### src/rtl/bus_responder_if.sv
// ---------------------------------------------------------------------------
// bus_responder_if
// Single-beat IDLE/BBUSY/BWAIT/BFRER bus between one initiator and one
// responder.
//   req    initiator -> responder  request level, held until ack
//   we     initiator -> responder  1 = write, 0 = read
//   addr   initiator -> responder  register address (AW bits)
//   wdata  initiator -> responder  write data (DW bits)
//   ack    responder -> initiator  one-cycle completion strobe
//   err    responder -> initiator  error flag, only valid with ack
//   rdata  responder -> initiator  read data, valid with ack and err=0
//   busy   responder -> initiator  transaction in progress
//   state  responder -> initiator  one-hot responder state for debug
// ---------------------------------------------------------------------------
interface bus_responder_if #(
    parameter int DW = 8,
    parameter int AW = 4
);
    logic          req;
    logic          we;
    logic [AW-1:0] addr;
    logic [DW-1:0] wdata;
    logic          ack;
    logic          err;
    logic [DW-1:0] rdata;
    logic          busy;
    logic [3:0]    state;

    modport master (
        output req, we, addr, wdata,
        input  ack, err, rdata, busy, state
    );

    modport slave (
        input  req, we, addr, wdata,
        output ack, err, rdata, busy, state
    );
endinterface

### src/rtl/bus_responder.sv
// ---------------------------------------------------------------------------
// bus_responder
// Single-beat bus target in front of a DEPTH x DW register file. Good
// accesses complete after WAIT_CYC wait states; addresses >= DEPTH complete
// one cycle after the request with an error response.
//   clk    system clock, rising edge
//   rst_n  asynchronous active-low reset (clears state, counter, memory)
//   bus    slave side of bus_responder_if
//
// state  | meaning
// -------+--------------------------------------------------------------
// IDLE   | 0001  waiting for req; latches command when req=1
// BWAIT  | 0100  counting wait states on the latched command
// BBUSY  | 0010  good completion: ack=1, err=0; write lands on exit
// BFRER  | 1000  error completion: ack=1, err=1, rdata cleared
// ---------------------------------------------------------------------------
module bus_responder #(
    parameter int DW       = 8,
    parameter int AW       = 4,
    parameter int DEPTH    = 16,
    parameter int WAIT_CYC = 2
) (
    input  logic              clk,
    input  logic              rst_n,
    bus_responder_if.slave    bus
);

    typedef enum logic [3:0] {
        S_IDLE  = 4'b0001,
        S_BBUSY = 4'b0010,
        S_BWAIT = 4'b0100,
        S_BFRER = 4'b1000
    } state_t;

    localparam logic [3:0] WAIT_LD   = (WAIT_CYC > 0) ? 4'(WAIT_CYC - 1) : 4'd0;
    // With DEPTH = 2^AW every address is implemented, so the error path is
    // tied off rather than compared against a value that does not fit in AW.
    localparam bit         HAS_ERR   = (DEPTH < (1 << AW));
    localparam logic [AW:0] DEPTH_EXT = (AW+1)'(DEPTH);

    state_t        state_q;
    state_t        state_d;
    logic [3:0]    cnt_q;
    logic          we_q;
    logic [AW-1:0] addr_q;
    logic [DW-1:0] wdata_q;
    logic [DW-1:0] rdata_q;
    logic [DW-1:0] mem [DEPTH];
    logic          addr_bad;

    assign addr_bad = HAS_ERR && ({1'b0, bus.addr} >= DEPTH_EXT);

    always_ff @(posedge clk or negedge rst_n) begin
        if (!rst_n) begin
            state_q <= S_IDLE;
        end else begin
            state_q <= state_d;
        end
    end

    always_comb begin
        state_d = S_IDLE;
        case (state_q)
            S_IDLE: begin
                if (bus.req) begin
                    if (addr_bad) begin
                        state_d = S_BFRER;
                    end else if (WAIT_CYC > 0) begin
                        state_d = S_BWAIT;
                    end else begin
                        state_d = S_BBUSY;
                    end
                end else begin
                    state_d = S_IDLE;
                end
            end
            S_BWAIT: state_d = (cnt_q == 4'd0) ? S_BBUSY : S_BWAIT;
            S_BBUSY: state_d = S_IDLE;
            S_BFRER: state_d = S_IDLE;
            default: state_d = S_IDLE;
        endcase
    end

    // Handshake outputs come straight from the state flops.
    assign bus.ack   = (state_q == S_BBUSY) || (state_q == S_BFRER);
    assign bus.err   = (state_q == S_BFRER);
    assign bus.busy  = ~state_q[0];
    assign bus.state = state_q;
    assign bus.rdata = rdata_q;

    always_ff @(posedge clk or negedge rst_n) begin
        if (!rst_n) begin
            cnt_q   <= 4'd0;
            we_q    <= 1'b0;
            addr_q  <= '0;
            wdata_q <= '0;
            rdata_q <= '0;
            for (int i = 0; i < DEPTH; i++) begin
                mem[i] <= '0;
            end
        end else begin
            case (state_q)
                S_IDLE: begin
                    if (bus.req) begin
                        we_q    <= bus.we;
                        addr_q  <= bus.addr;
                        wdata_q <= bus.wdata;
                        cnt_q   <= WAIT_LD;
                        if (addr_bad) begin
                            rdata_q <= '0;
                        end else if ((WAIT_CYC == 0) && !bus.we) begin
                            // Zero wait states: BBUSY is entered directly,
                            // so the read uses the live address.
                            rdata_q <= mem[bus.addr];
                        end
                    end
                end
                S_BWAIT: begin
                    if (cnt_q != 4'd0) begin
                        cnt_q <= cnt_q - 4'd1;
                    end else if (!we_q) begin
                        rdata_q <= mem[addr_q];
                    end
                end
                S_BBUSY: begin
                    if (we_q) begin
                        mem[addr_q] <= wdata_q;
                    end
                end
                default: ;
            endcase
        end
    end

endmodule

### src/flat_wrapper.sv
// flat-port wrapper written by rule: the top's interface ports become plain ports
module bus_responder_flat 
#(
    parameter int DW       = 8,
    parameter int AW       = 4,
    parameter int DEPTH    = 16,
    parameter int WAIT_CYC = 2
)
  (clk, rst_n, bus_req, bus_we, bus_addr, bus_wdata, bus_ack, bus_err, bus_rdata, bus_busy, bus_state);
  bus_responder_if #(.DW(DW), .AW(AW)) bus_i ();
  input  logic clk;
  input  logic rst_n;
  input wire logic [$bits(bus_i.req)-1:0] bus_req;
  input wire logic [$bits(bus_i.we)-1:0] bus_we;
  input wire logic [$bits(bus_i.addr)-1:0] bus_addr;
  input wire logic [$bits(bus_i.wdata)-1:0] bus_wdata;
  output wire logic [$bits(bus_i.ack)-1:0] bus_ack;
  output wire logic [$bits(bus_i.err)-1:0] bus_err;
  output wire logic [$bits(bus_i.rdata)-1:0] bus_rdata;
  output wire logic [$bits(bus_i.busy)-1:0] bus_busy;
  output wire logic [$bits(bus_i.state)-1:0] bus_state;
  assign bus_i.req = bus_req;
  assign bus_i.we = bus_we;
  assign bus_i.addr = bus_addr;
  assign bus_i.wdata = bus_wdata;
  assign bus_ack = bus_i.ack;
  assign bus_err = bus_i.err;
  assign bus_rdata = bus_i.rdata;
  assign bus_busy = bus_i.busy;
  assign bus_state = bus_i.state;
  bus_responder #(.DW(DW), .AW(AW), .DEPTH(DEPTH), .WAIT_CYC(WAIT_CYC)) u_core (.clk(clk), .rst_n(rst_n), .bus(bus_i));
endmodule
### config.mk
export PLATFORM = sky130hd
export DESIGN_NAME = bus_responder_flat
export DESIGN_NICKNAME = d
export VERILOG_FILES = /design/src/rtl/bus_responder_if.sv /design/src/rtl/bus_responder.sv /design/src/flat_wrapper.sv
export SDC_FILE = /design/constraint.sdc
export NUM_CORES = 1
export LEC_CHECK = 0
export CELL_PAD_IN_SITES_DETAIL_PLACEMENT = 1
export CELL_PAD_IN_SITES_GLOBAL_PLACEMENT = 1
export CORE_ASPECT_RATIO = 1.5
export CORE_UTILIZATION = 52
export CTS_BUF_LIST = sky130_fd_sc_hd__clkbuf_4 sky130_fd_sc_hd__clkbuf_8 sky130_fd_sc_hd__clkbuf_16
export CTS_CLUSTER_SIZE = 30
export DETAILED_ROUTE_END_ITERATION = 8
export GPL_ROUTABILITY_DRIVEN = 0
export MAX_ROUTING_LAYER = met4
export PLACE_DENSITY_LB_ADDON = 0.1
export RECOVER_POWER = 25
export SYNTH_ARGS = -nofsm -noshare
export SYNTH_HDL_FRONTEND = slang
export SYNTH_SLANG_ARGS = --single-unit
### constraint.sdc
create_clock -name clk -period 2 [get_ports clk]
set_clock_uncertainty 0.1 [all_clocks]
set_input_delay 0.5 -clock clk [delete_from_list [all_inputs] [get_ports clk]]
set_output_delay 0.5 -clock clk [all_outputs]
set_load 0.01 [all_outputs]
======== After elaboration in Yosys (flattened, before gate mapping) ========
Cells that the tools add are included.
storage, ports and cells
  flip-flop bits (word level) ............. 157
  bits in latches ......................... 0
  memory bits (writable) .................. 0
  ROM bits ................................ 0
  bits of input ports ..................... 16
  logic and storage cells ................. 56
  memories ................................ 0
operators by class
  add/subtract/negate cells ............... 1
  $mul .................................... 0
  div/mod/pow operators ................... 0
  $lt $le $gt $ge ......................... 2
  eq/ne operators ......................... 6
  shift-type cells ........................ 0
  muxes and demuxes ....................... 12
  bitwise logic cells ..................... 4
  reduce and logical (&&, ||, !) cells .... 9
operator list
  kind                                                       number
  bitwise mux 128 bit                                        1
  binary-select mux 8 bit (select 4 bit)                     1
  demux 8 bit (select 4 bit)                                 1
  two-way mux 8 bit                                          3
  case mux 4 bit (2 select lines)                            2
  two-way mux 4 bit                                          2
  two-way mux 3 bit                                          2
  AND reduction 3 bit                                        2
  greater-or-equal comparator 5 bit (second input constant)  1
  < comparator 5 x 1 -> 1 bit (second input constant)        1
  inverter 4 -> 5 bit                                        1
  == test 4 x 1 -> 1 bit (second input constant)             1
  == test 4 x 2 -> 1 bit (second input constant)             1
  == test 4 x 3 -> 1 bit (second input constant)             1
  == test 4 bit (second input constant)                      1
  logical NOT 4 bit                                          1
  AND reduction 2 bit                                        2
  nonzero test 4 bit                                         1
  subtractor 4 x 1 -> 4 bit (second input constant)          1
  inverter 1 bit                                             3
  != test 2 x 1 -> 1 bit (second input constant)             1
  != test 2 bit (second input constant)                      1
  nonzero test 2 bit                                         1
  logical AND 1 bit                                          1
  logical OR 1 bit                                           1

======== Logic depth before layout (Yosys ltp) ========
Gate-level depths: netlist (run 1).
  word-level depth ........................ 6
  gate-level depth with buffers ........... 6
  depth with buffers taken out ............ 5

======== Worst setup path after synthesis (run 1) ========
OpenSTA, ideal clock, no wires.
  kind .................................... register -> register
  start ................................... reg u_core.cnt_q[0]
  end ..................................... reg u_core.rdata_q[0] (netlist: u_core.bus.rdata[0])
  library setup time ...................... 151 ps
  arrival ................................. 1601 ps
  required time ........................... 1749 ps
  slack ................................... 148 ps
  cell stages (with the launch flop) ...... 7
  buffers on the path ..................... 1
  period minus slack after synthesis ...... 1852 ps
  cells stage by stage .................... dfrtp_1 inv_1 ha_1 or3b_2 clkbuf_1 nor3_2 a221oi_1
on the way
  longest elaborated chain between the ends .. 3
ends and longest elaborated chain
  item                           RTL line              RTL
  start, declared                bus_responder.sv:43   logic [3:0] cnt_q;
  start signal, assigned         bus_responder.sv:120  cnt_q <= cnt_q - 4'd1;
  nonzero test 4 bit             bus_responder.sv:119  if (cnt_q != 4'd0) begin
  inverter 1 bit (no line)       --
  AND reduction 3 bit (no line)  --
  end signal, assigned           bus_responder.sv:114  rdata_q <= mem[bus.addr];
  end signal, assigned           bus_responder.sv:122  rdata_q <= mem[addr_q];
  end, declared                  bus_responder.sv:47   logic [DW-1:0] rdata_q;
Every way passes these cells.
A chain may end at the register's enable or synchronous reset.

======== Worst setup path after layout (run 1) ========
  start ................................... reg u_core.state_q[0] (netlist: u_core.bus.state[0])
  end ..................................... out bus_state[0]
RTL lines
  item                    RTL line             RTL
  start, declared         bus_responder.sv:41  state_t state_q;
  start signal, assigned  bus_responder.sv:57  state_q <= state_d;
  end, declared           flat_wrapper.sv:21   output wire logic [$bits(bus_i.state)-1:0] bus_state;
No word-level cell between the ends.

==> results of run 1 <==
## registers in the layout, summed over array words and instances (netlist names)
signal and flops:
u_core.addr_q 4, u_core.bus.rdata 8, u_core.bus.state 3, u_core.cnt_q 4
u_core.mem 128, u_core.wdata_q 8, u_core.we_q 1
## kinds of logic (layout without fill, tap and decap cells)
group,count (synthesis),in the layout,synth area share
muxes,179,179,0.329
and+or+nand+nor,43,43,0.0625
DFF,156,156,0.543
other,1,2,0.000522
adders and majority gates,2,2,0.00348
buffers and inverters,39,108,0.0284
AOI/OAI and AO/OA,35,35,0.0329
## through the flow
step	hold slack, ns	TNS (ns)	cells	utilization
finish	0.403	0	687	0.638
detailed placement	0.318	-1.32	650	0.590
floorplan	0.104	0	456	-
global placement	0.315	-0.794	650	0.590
CTS	0.407	0	685	0.637
global route	0.412	0	687	0.638
## report_power, final
| group | leakage, nW | switching [mW] | internal (mW) |
|---|---|---|---|
| logic | 1.72 | 1.37 | 1.35 |
| registers | 2.13 | 0.639 | 3.46 |
| clock network | 0.287 | 1.37 | 1.88 |
| total | 4.14 | 3.38 | 6.69 |
## synth_stat cells (3+ instances only)
cell	count	area (µm²)
a221oi_1	8	70.1
a31oi_1	9	56.3
buf_2	10	50.1
buf_4	4	30.0
buf_6	4	45.0
clkbuf_1	13	48.8
dfrtp_1	155	3880
inv_1	4	15.0
mux2_2	139	1570
mux2i_1	8	80.1
mux4_2	32	721
nand2_1	5	18.8
nand4_2	7	87.6
nand4b_2	3	45.0
nor3b_1	3	22.5
nor4b_4	3	71.3
o21ai_0	4	20.0
o22ai_1	8	50.1
## area by class of cell
type	count	area, µm²
repair buffers	70	726
fillers	1200	4880
flip-flops and latches	156	3910
clock buffers	18	433
multi-input cells	261	3140
well taps	162	203
inverters	6	22.5
clock inverters	14	161
## worst min path at each step
stage	to
after CTS	u_core.mem[85]
final	u_core.mem[85]
after global placement	u_core.cnt_q[1]
after detailed placement	u_core.cnt_q[0]
after floorplan	u_core.addr_q[0]
after global routing	u_core.mem[85]
## routing by layer
layer  track usage  part of all wire  up-vias
met1         0.320              0.41     2292
li1              -                 -     1844
met3        0.0507             0.022       24
met2         0.447              0.55       49
met5             -                 0        -
met4        0.0811             0.016        0
## timing repair
action                                 4_1_cts  5_1_grt
pin swaps                                    0        0
endpoints found under the hold margin       30        0
cloned                                       0        0
buffers inserted                             2        2
resized for setup                           16        5
hold buffers                                 1        0
setup endpoints to repair                   14       20
==> reports/results.tsv, run 1 <==
stage	metric	value	unit
drt	DR vias	4209	
clocking	CTS tree	done	
grt	initial antenna violation count	0	
synthesis	Post-Syn Area	7190	µm²
hold_path	Worst Hold Launch	u_core.mem[85]	
worst_setup_path	Buffers & Inverters on Critical Path	2	
worst_setup_path	Worst Setup End Kind	primary output	
timing	fin crit share	0.972	
timing	PnR worst setup slack	0.0556	ns
power_and_ir_drop	maximum VDD drop	504	µV
worst_setup_path	Critical R2R Launch	u_core.addr_q[0]	
drt	DR iter-0 viols	164	
worst_setup_path	Crit Path Max Fanout	5	
floorplan	die area	14300	µm²
drt	DR pass1 iterations	6	
placement	dpl ws	-0.123	ns
worst_setup_path	Reg2Reg Capture Point	u_core.mem[123]	
synthesis	Post-synth ARST share	1.00	
floorplan	Starting Density	0.534	
timing	Max Freq	514	MHz
worst_setup_path	critical path depth	2	
worst_setup_path	critical path startpoint category	flip-flop	
power_and_ir_drop	pwr dens	1170	nW/µm²
status	violated checks	design-rule violations	
drt	Vias/cell	6.13	
placement	port bufs	28	
worst_setup_path	Critical path origin	u_core.bus.state[0]	
grt	largest net degree at the start of global routing	42	
synthesis	Post-synth EDFFs	0	
worst_setup_path	setup slack, reg-to-reg	0.09	ns
hold_path	Hold WC Path Type	reg -> reg	
synthesis	Most used DFF post-synth	dfrtp_1	
synthesis	Syn. warnings	0	
clocking	CTS Buf Count	17	
worst_setup_path	CP Cell Sequence	buf_6 > clkdlybuf4s15_1	
final_layout	layout cells sized above 1	0.530	
placement	Post-DP Area	7940	µm²
grt	vias in the first global route	4795	
synthesis	Seq/Total Area, Yosys	0.543	
worst_setup_path	WP data required	1.40	ns
grt	GRT Total Usage	0.264	
timing	Slew HR	0.387	
placement	Post-DP HPWL	11.1	mm
worst_setup_path	kind of cell adding the most delay to the critical path	flip-flops	
timing	Hold Fails Final Rpt	0	
floorplan	Die Ht	146	µm
power_and_ir_drop	Tot Pwr	10.1	mW
floorplan	row count	52	
worst_setup_path	Critical-path top delay cell	dfstp_2	
synthesis	synth unique cells	46	
grt	GRT Residual Overflow	0	
clocking	Worst-Skew Late Latency	0.43	ns
floorplan	Core Box Area	13500	µm²
power_and_ir_drop	Lkg Pwr	4.14	nW
clocking	Sink Count	156	
timing	setup violators final	0	
worst_setup_path	Register-to-Register Path Depth	4	
final_layout	Final nets	530	
worst_setup_path	end of the critical path	bus_state[0]	
floorplan	I/O pin cnt	31	
grt	first-pass GRT wire length	27.4	mm
drt	Routed wire per std cell	24.2	µm
final_layout	Layout area overhead	19.5	%
timing	Tmin final	1.94	ns
final_layout	commonest non-fill, non-tap cell in the layout	dfrtp_1	
status	status	finished with violations	
final_layout	diode count	0	
clocking	Clock Path Buffers	2	
drt	DRC	2	
worst_setup_path	CP max stage delay	0.57	ns
final_layout	most frequent cells in the layout	dfrtp_1, mux2_2, mux4_2, buf_4, clkdlybuf4s50_1	
clocking	H-Tree Depth	4	
synthesis	gate count of the mapped netlist	455	
run	MaxCap Viol Count	0	
clocking	Clock Tree Root	clkbuf_16	
worst_setup_path	CP arrival	1.34	ns
synthesis	Syn Area/Cell	15.8	µm²
timing	RSZ-0062 raised after global routing	no	
timing	worst slew pin tran	0.919	ns
final_layout	post-route design area	8590	µm²
clocking	Worst-path clk slew	0.06	ns
floorplan	die extent in x	98.0	µm
timing	Slew Limit Fails	0	
drt	antenna viol nets, final	0	
drt	Routed WL	16.6	mm
worst_setup_path	Setup CP Type	reg -> out	
synthesis	register bit total from synthesis	156	
hold_path	hold depth	1	
No activity file was read; power rests on OpenSTA's default activity.
==> run 2: changes to the inputs <==
--- a/config.mk
+++ b/config.mk
@@ -13,6 +13,7 @@
 export CTS_CLUSTER_SIZE = 30
 export DETAILED_ROUTE_END_ITERATION = 8
 export GPL_ROUTABILITY_DRIVEN = 0
+export HOLD_SLACK_MARGIN = 0.15
 export MAX_ROUTING_LAYER = met4
 export PLACE_DENSITY_LB_ADDON = 0.1
 export RECOVER_POWER = 25
==> constraint.sdc (replaced) <==
create_clock -name clk -period 1.8 [get_ports clk]
set_clock_uncertainty 0.1 [all_clocks]
set_input_delay 0.45 -clock clk [delete_from_list [all_inputs] [get_ports clk]]
set_output_delay 0.45 -clock clk [all_outputs]
set_load 0.01 [all_outputs]
==> reports/results.tsv, run 2 (synthesized netlist as in run 1, its figures left out) <==
stage	metric	value	unit	change
timing	Hold Fails Final Rpt	0		unchanged
final_layout	Layout area overhead	34.1	%	
drt	Routed wire per std cell	33.4	µm	+38%
hold_path	Worst Hold Launch	u_core.mem[7]		
clocking	CTS tree	done		
worst_setup_path	CP Cell Sequence	nand4bb_1 > buf_6 > nor4b_4 > buf_6 > mux2_2		
hold_path	Hold WC Path Type	reg -> reg		
power_and_ir_drop	pwr dens	1310	nW/µm²	+12%
final_layout	commonest non-fill, non-tap cell in the layout	dfrtp_1		
timing	Max Freq	516	MHz	
worst_setup_path	Critical R2R Launch	u_core.bus.state[2]		
timing	worst slew pin tran	0.749	ns	-0.170 ns
grt	GRT Total Usage	0.310		+0.0453
floorplan	die extent in x	98.0	µm	unchanged
grt	GRT Max-Usage Layer	met2		
clocking	Sink Count	156		unchanged
worst_setup_path	WP data required	2.02	ns	+0.62 ns
grt	first-pass GRT wire length	31.4	mm	+15%
power_and_ir_drop	Lkg Pwr	4.68	nW	+13%
final_layout	most frequent cells in the layout	dfrtp_1, mux2_4, mux2_2, mux4_2, buf_4		
clocking	CTS Buf Count	17		unchanged
floorplan	die area	14300	µm²	unchanged
timing	setup violators final	154		+154
timing	PnR worst setup slack	-0.137	ns	-0.192 ns
timing	Tmin final	1.94	ns	
final_layout	most flop-heavy register	u_core.mem		
placement	Post-DP Area	8240	µm²	+3.7%
drt	DR iter-0 viols	208		+27%
placement	Post-DP HPWL	11.8	mm	+6.3%
worst_setup_path	CP most frequent cell	buf_6		
timing	setup TNS	-8.31	ns	-8.31 ns
grt	vias in the first global route	5127		+6.9%
worst_setup_path	critical path startpoint category	flip-flop		
floorplan	Starting Density	0.534		unchanged
clocking	Worst-Skew Late Latency	0.45	ns	+0.02 ns
clocking	Clock Tree Root	clkbuf_16		
power_and_ir_drop	maximum VDD drop	737	µV	+46%
worst_setup_path	Critical path origin	u_core.bus.state[2]		
timing	Slew HR	0.501		+0.114
grt	largest net degree at the start of global routing	48		+14%
final_layout	Fillers	1101		-8.3%
grt	met3 Track Usage GR	0.0551		+0.00431
clocking	Clock Path Buffers	2		unchanged
drt	Routed WL	23.8	mm	+44%
final_layout	Final nets	558		+5.3%
floorplan	Die Ht	146	µm	unchanged
timing	Slew Limit Fails	0		unchanged
run	MaxCap Viol Count	0		unchanged
timing	hold slack	0.404	ns	+0.00117 ns
worst_setup_path	Critical-path top delay cell	dfrtp_2		
status	violated checks	design-rule violations, negative setup slack		
floorplan	row count	52		unchanged
drt	DR pass1 iterations	6		unchanged
drt	DRC	1		-1
timing	fin crit share	1.08		
floorplan	I/O pin cnt	31		unchanged
placement	port bufs	28		unchanged
status	status	finished with violations		
final_layout	diode count	0		unchanged
worst_setup_path	Crit Path Max Fanout	8		+3
grt	met2 track demand over resource	0.526		+0.0785
final_layout	max reg flops	128		unchanged
clocking	H-Tree Depth	4		unchanged
worst_setup_path	Setup CP Type	reg -> reg		
worst_setup_path	CP arrival	2.16	ns	+0.82 ns
grt	GRT Residual Overflow	0		unchanged
drt	Vias/cell	6.58		+7.4%
timing	RSZ-0062 raised after global routing	yes		
drt	antenna viol nets, final	0		unchanged
final_layout	layout cells sized above 1	0.609		+0.0792
grt	initial antenna violation count	0		unchanged
power_and_ir_drop	Tot Pwr	12.6	mW	+26%
final_layout	post-route design area	9640	µm²	+12%
worst_setup_path	CP max stage delay	0.43	ns	-0.14 ns
floorplan	Core Box Area	13500	µm²	unchanged
grt	met1 Use GR	0.360		+0.0395
drt	DR vias	4696		+12%
worst_setup_path	Worst Setup End Kind	flip-flop		
clocking	Worst-path clk slew	0.07	ns	about the same
## run 2: cell count changes in the layout (fill, tap and decap cells not counted), moves of 6 or more
cell | previous run | this run
a221oi_1 | 8 | 1
a221oi_2 | 0 | 7
buf_12 | 11 | 27
buf_6 | 2 | 9
clkdlybuf4s50_1 | 22 | 14
dlygate4sd2_1 | 2 | 8
mux2_2 | 139 | 57
mux2_4 | 0 | 82
mux2i_1 | 6 | 0
mux2i_4 | 0 | 6
## run 2: area by class of cell
cell class	count	area, µm²	area share
well taps	162	203	0.0210
multi-input cells	261	3680	0.381
inverters	6	22.5	0.00234
flip-flops and latches	156	3910	0.406
repair buffers	98	1230	0.128
clock inverters	13	156	0.0162
clock buffers	18	439	0.0455
## run 2: worst paths after layout
check / to / slack [ns] / depth (start not counted)
min: u_core.mem[7] / 0.40 / 1
min reg2reg: u_core.mem[7] / 0.40 / 1
max: u_core.mem[109] / -0.14 / 5
max reg2reg: u_core.mem[109] / -0.14 / 5
min in group asynchronous: u_core.cnt_q[1] / 0.41 / 2
max in group asynchronous: u_core.mem[47] / 0.39 / 3
## run 2: timing repair
action                                 4_1_cts  5_1_grt
resized for setup                           80       92
hold buffers                                 1        0
setup endpoints to repair                  149      150
gates cloned                                 1        3
pin swaps                                    8        7
setup buffers                                7        6
endpoints found under the hold margin       38        0
## run 2: critical path: cells and delay by family, from the launching register on
family                 cells  cell delay [ns]
buffers and inverters      2             0.41
DFF                        1             0.43
muxes                      1             0.36
and+or+nand+nor            2             0.51
## run 2: metrics by stage
stage	cells	setup WS (ns)	util
final	714	-0.137	0.716
after global routing	714	-0.143	0.716
after CTS	705	-0.0816	0.677
after detailed placement	665	-0.287	0.611
after global placement	665	-0.225	0.611
after floorplan	456	-0.0249	-
## run 2: layer usage
layer  wire (µm)  vias to the layer above
li1            -                     1890
met1        8890                     2560
met2       13100                      180
met3        1050                       66
met4         814                        0
met5           0                        -
## run 2: power breakdown
group / internal [mW] / leakage, nW / total (mW) / switching [mW]
logic: 2.09 / 2.27 / 4.21 / 2.12
clock network: 2.11 / 0.280 / 3.75 / 1.64
registers: 3.84 / 2.13 / 4.68 / 0.833
==> RTL change (flow settings as in run 2) <==
`AW` is set to 4 in 3 places; all go to 2.
--- a/src/rtl/bus_responder_if.sv
+++ b/src/rtl/bus_responder_if.sv
@@ -16,3 +16,3 @@
     parameter int DW = 8,
-    parameter int AW = 4
+    parameter int AW = 2
 );
--- a/src/rtl/bus_responder.sv
+++ b/src/rtl/bus_responder.sv
@@ -18,3 +18,3 @@
     parameter int DW       = 8,
-    parameter int AW       = 4,
+    parameter int AW       = 2,
     parameter int DEPTH    = 16,
--- a/src/flat_wrapper.sv
+++ b/src/flat_wrapper.sv
@@ -4,3 +4,3 @@
     parameter int DW       = 8,
-    parameter int AW       = 4,
+    parameter int AW       = 2,
     parameter int DEPTH    = 16,
Ports: changed (resized bus_addr); port bits go from 31 to 29. The function was not compared with the original's and may differ.
==> RTL change against run 2 <==
The run ends with setup timing left; fmax down 3.1%; sequential cell count shrank 98; synthesized cell count fell by 66%; power shrank 65%; setup slack got worse by 0.061 ns; wire length fell by 71%; area after synthesis fell by 65%; cell area shrank 66%; utilization shrank 0.33 points; largest cell class unchanged; highest routed layer unchanged.
==> RTL change: results (changes against run 2) <==
stage	metric	value	unit	change
routing	DR iter-0 viols	59		was 208
timing	worst setup margin	-0.198	ns	was -0.137 ns
die	Die Area	5080	sq um	was 14300 sq um
power	Max VDD drop	0.00111	V	was 0.000737 V
flow_run	max_cap viols	0		unchanged
yosys	Syn. warnings	0		unchanged
setup_path	Worst R2R End	u_core.bus.rdata[4]		was u_core.mem[109]
routing	WL final	6960	um	was 23800 um
hold_path	Worst Hold Class	reg -> reg		unchanged
yosys	adder-cell area share of the yosys netlist	0.502	%	was 0.348%
yosys	xor/xnor share of the synthesized area	0.351	%	was 0%
clock_tree	Clock Latency Late Sink	0.33	ns	was 0.45 ns
grt	vias in the first global route	1842		was 5127
hold_path	worst hold stages	1		unchanged
clock_tree	CTS buffer count	9		was 17
yosys	asr flop ratio synth	100	%	unchanged
hold_path	WHS Endpoint	u_core.mem[118]		was u_core.mem[7]
placement	Cell Area, Placed	3010	sq um	was 8240 sq um
cells_and_area	fill count	402		was 1101
grt	first-pass GRT wire length	9750	um	was 31400 um
grt	antenna violations before repair	0		unchanged
routing	Antenna Nets Post-Route	0		unchanged
routing	Via density	5.66		was 6.58
placement	Port Buffers	26		was 28
timing	Final setup viols	28		was 154
yosys	most instantiated cells after synthesis	dfrtp_1, mux2_2, mux4_2		unchanged
power	NetSw	1.38	mW	was 4.59 mW
routing	DRT Pass-1 Iters	4		was 6
cells_and_area	Biggest register	u_core.mem		unchanged
placement	DP HPWL	3990	um	was 11800 um
yosys	Synth cell types	31		was 46
grt	largest net degree at the start of global routing	44		was 48
setup_path	worst flop-to-flop path startpoint	u_core.cnt_q[0]		was u_core.bus.state[2]
outcome	failing checks	setup timing		was DRC, setup timing
grt	total track usage	28.5	%	was 31.0%
setup_path	Worst Reg-to-Reg Cells	6		was 5
hold_path	hold path start	u_core.mem[118]		was u_core.mem[7]
cells_and_area	share of cells above drive strength 1	49.1	%	was 60.9%
timing	Tightest Pin Transition	0.945	ns	was 0.749 ns
clock_tree	clock tree buffer depth	2		unchanged
yosys	mux cell area share after synthesis	30.2	%	was 32.9%
outcome	status	finished, violations left		unchanged
power	LEAKAGE	1.64	nW	was 4.68 nW
clock_tree	CTS clk-pin slew, worst paths	0.07	ns	about the same
clock_tree	CTS H-tree depth	3		was 4
cells_and_area	nets@finish	228		was 558
setup_path	Crit Path Max Fanout	4		was 8
cells_and_area	ANT cells	0		unchanged
clock_tree	clk root buf	clkbuf_8		was clkbuf_16
timing	worst hold slack	0.414	ns	was 0.404 ns
yosys	Synth area leaders	dfrtp_1, mux2_2, mux4_2		unchanged
timing	final hold vios	0		unchanged
yosys	ys flop type	dfrtp_1		unchanged
cells_and_area	number of flip-flops in the largest register	32		was 128
yosys	sequential-to-total area share from yosys stat	58.2	%	was 54.3%
yosys	Compound-Gate Fraction of Synth Area	2.11	%	was 3.29%
## RTL change: cell families after synthesis
logic type / after synthesis
XOR/XNOR: 1
AND/OR/NAND/NOR: 19
AO/OA/AOI/OAI: 7
flip-flops: 58
adder cells (fa/ha/maj): 1
multiplexers: 59
other: 1
buffers and inverters: 10
## RTL change: power by group through the flow
stage / clock network, mW / registers (mW) / logic (mW)
finish: 1.20 / 1.89 / 1.27
global route: 1.26 / 1.92 / 1.34
CTS: 1.21 / 1.87 / 1.24
detailed placement: 0 / 1.87 / 1.20
global placement: 0 / 1.83 / 1.13
floorplan: 0 / 1.80 / 0.689
## RTL change: repair_timing
action                                  4_1_cts  5_1_grt
buffers inserted                              1        1
gates cloned                                  0        0
endpoints found under the setup margin       18       19
pin swaps                                     0        1
hold buffers                                  1        0
resized for setup                            15       13
endpoints found under the hold margin        14        0
## RTL change: layer usage
layer / global-route usage, % / wire length (um) / up-vias
li1: - / - / 679
met1: 31.1 / 2630 / 854
met4: 12.6 / 154 / 0
met2: 48.6 / 3940 / 35
met3: 7.16 / 231 / 18
met5: - / 0 / -
## RTL change: how the worst max path moves through the flow
stage,depth (start not counted),end,startpoint
after CTS,6,u_core.bus.rdata[0],u_core.cnt_q[0]
after floorplan,6,u_core.bus.rdata[0],u_core.cnt_q[0]
after global routing,6,u_core.bus.rdata[0],u_core.cnt_q[0]
final,6,u_core.bus.rdata[4],u_core.cnt_q[0]
after global placement,4,u_core.wdata_q[2],bus_req
after detailed placement,6,u_core.bus.rdata[0],u_core.cnt_q[0]
## RTL change: worst max-delay path: stages (launching register included)
cell and delay, ns:
dfrtp_1 0.39, inv_1 0.08, ha_1 0.19, or3b_4 0.41
nor3_4 0.17, buf_4 0.19, mux2_2 0.34
## RTL change: area by class of cell
cell class | count | area share [%]
clock buffers | 11 | 4.64
inverters | 4 | 0.460
clock inverters | 3 | 1.23
flip-flops and latches | 58 | 44.5
well taps | 64 | 2.45
multi-input cells | 89 | 31.7
repair buffers | 51 | 15.0
## RTL change: through the flow
step                setup slack (ns)  util, %  total power, mW  std cells  setup TNS (ns)
finish                        -0.198     71.3             4.36        280           -1.75
global route                  -0.245     71.3             4.52        280           -4.47
CTS                           -0.160     70.3             4.31        280           -1.18
detailed placement            -0.140     65.7             3.07        264           -2.33
global placement             -0.0941     65.7             2.95        264           -1.71
floorplan                     -0.130        -             2.49        157           -1.04
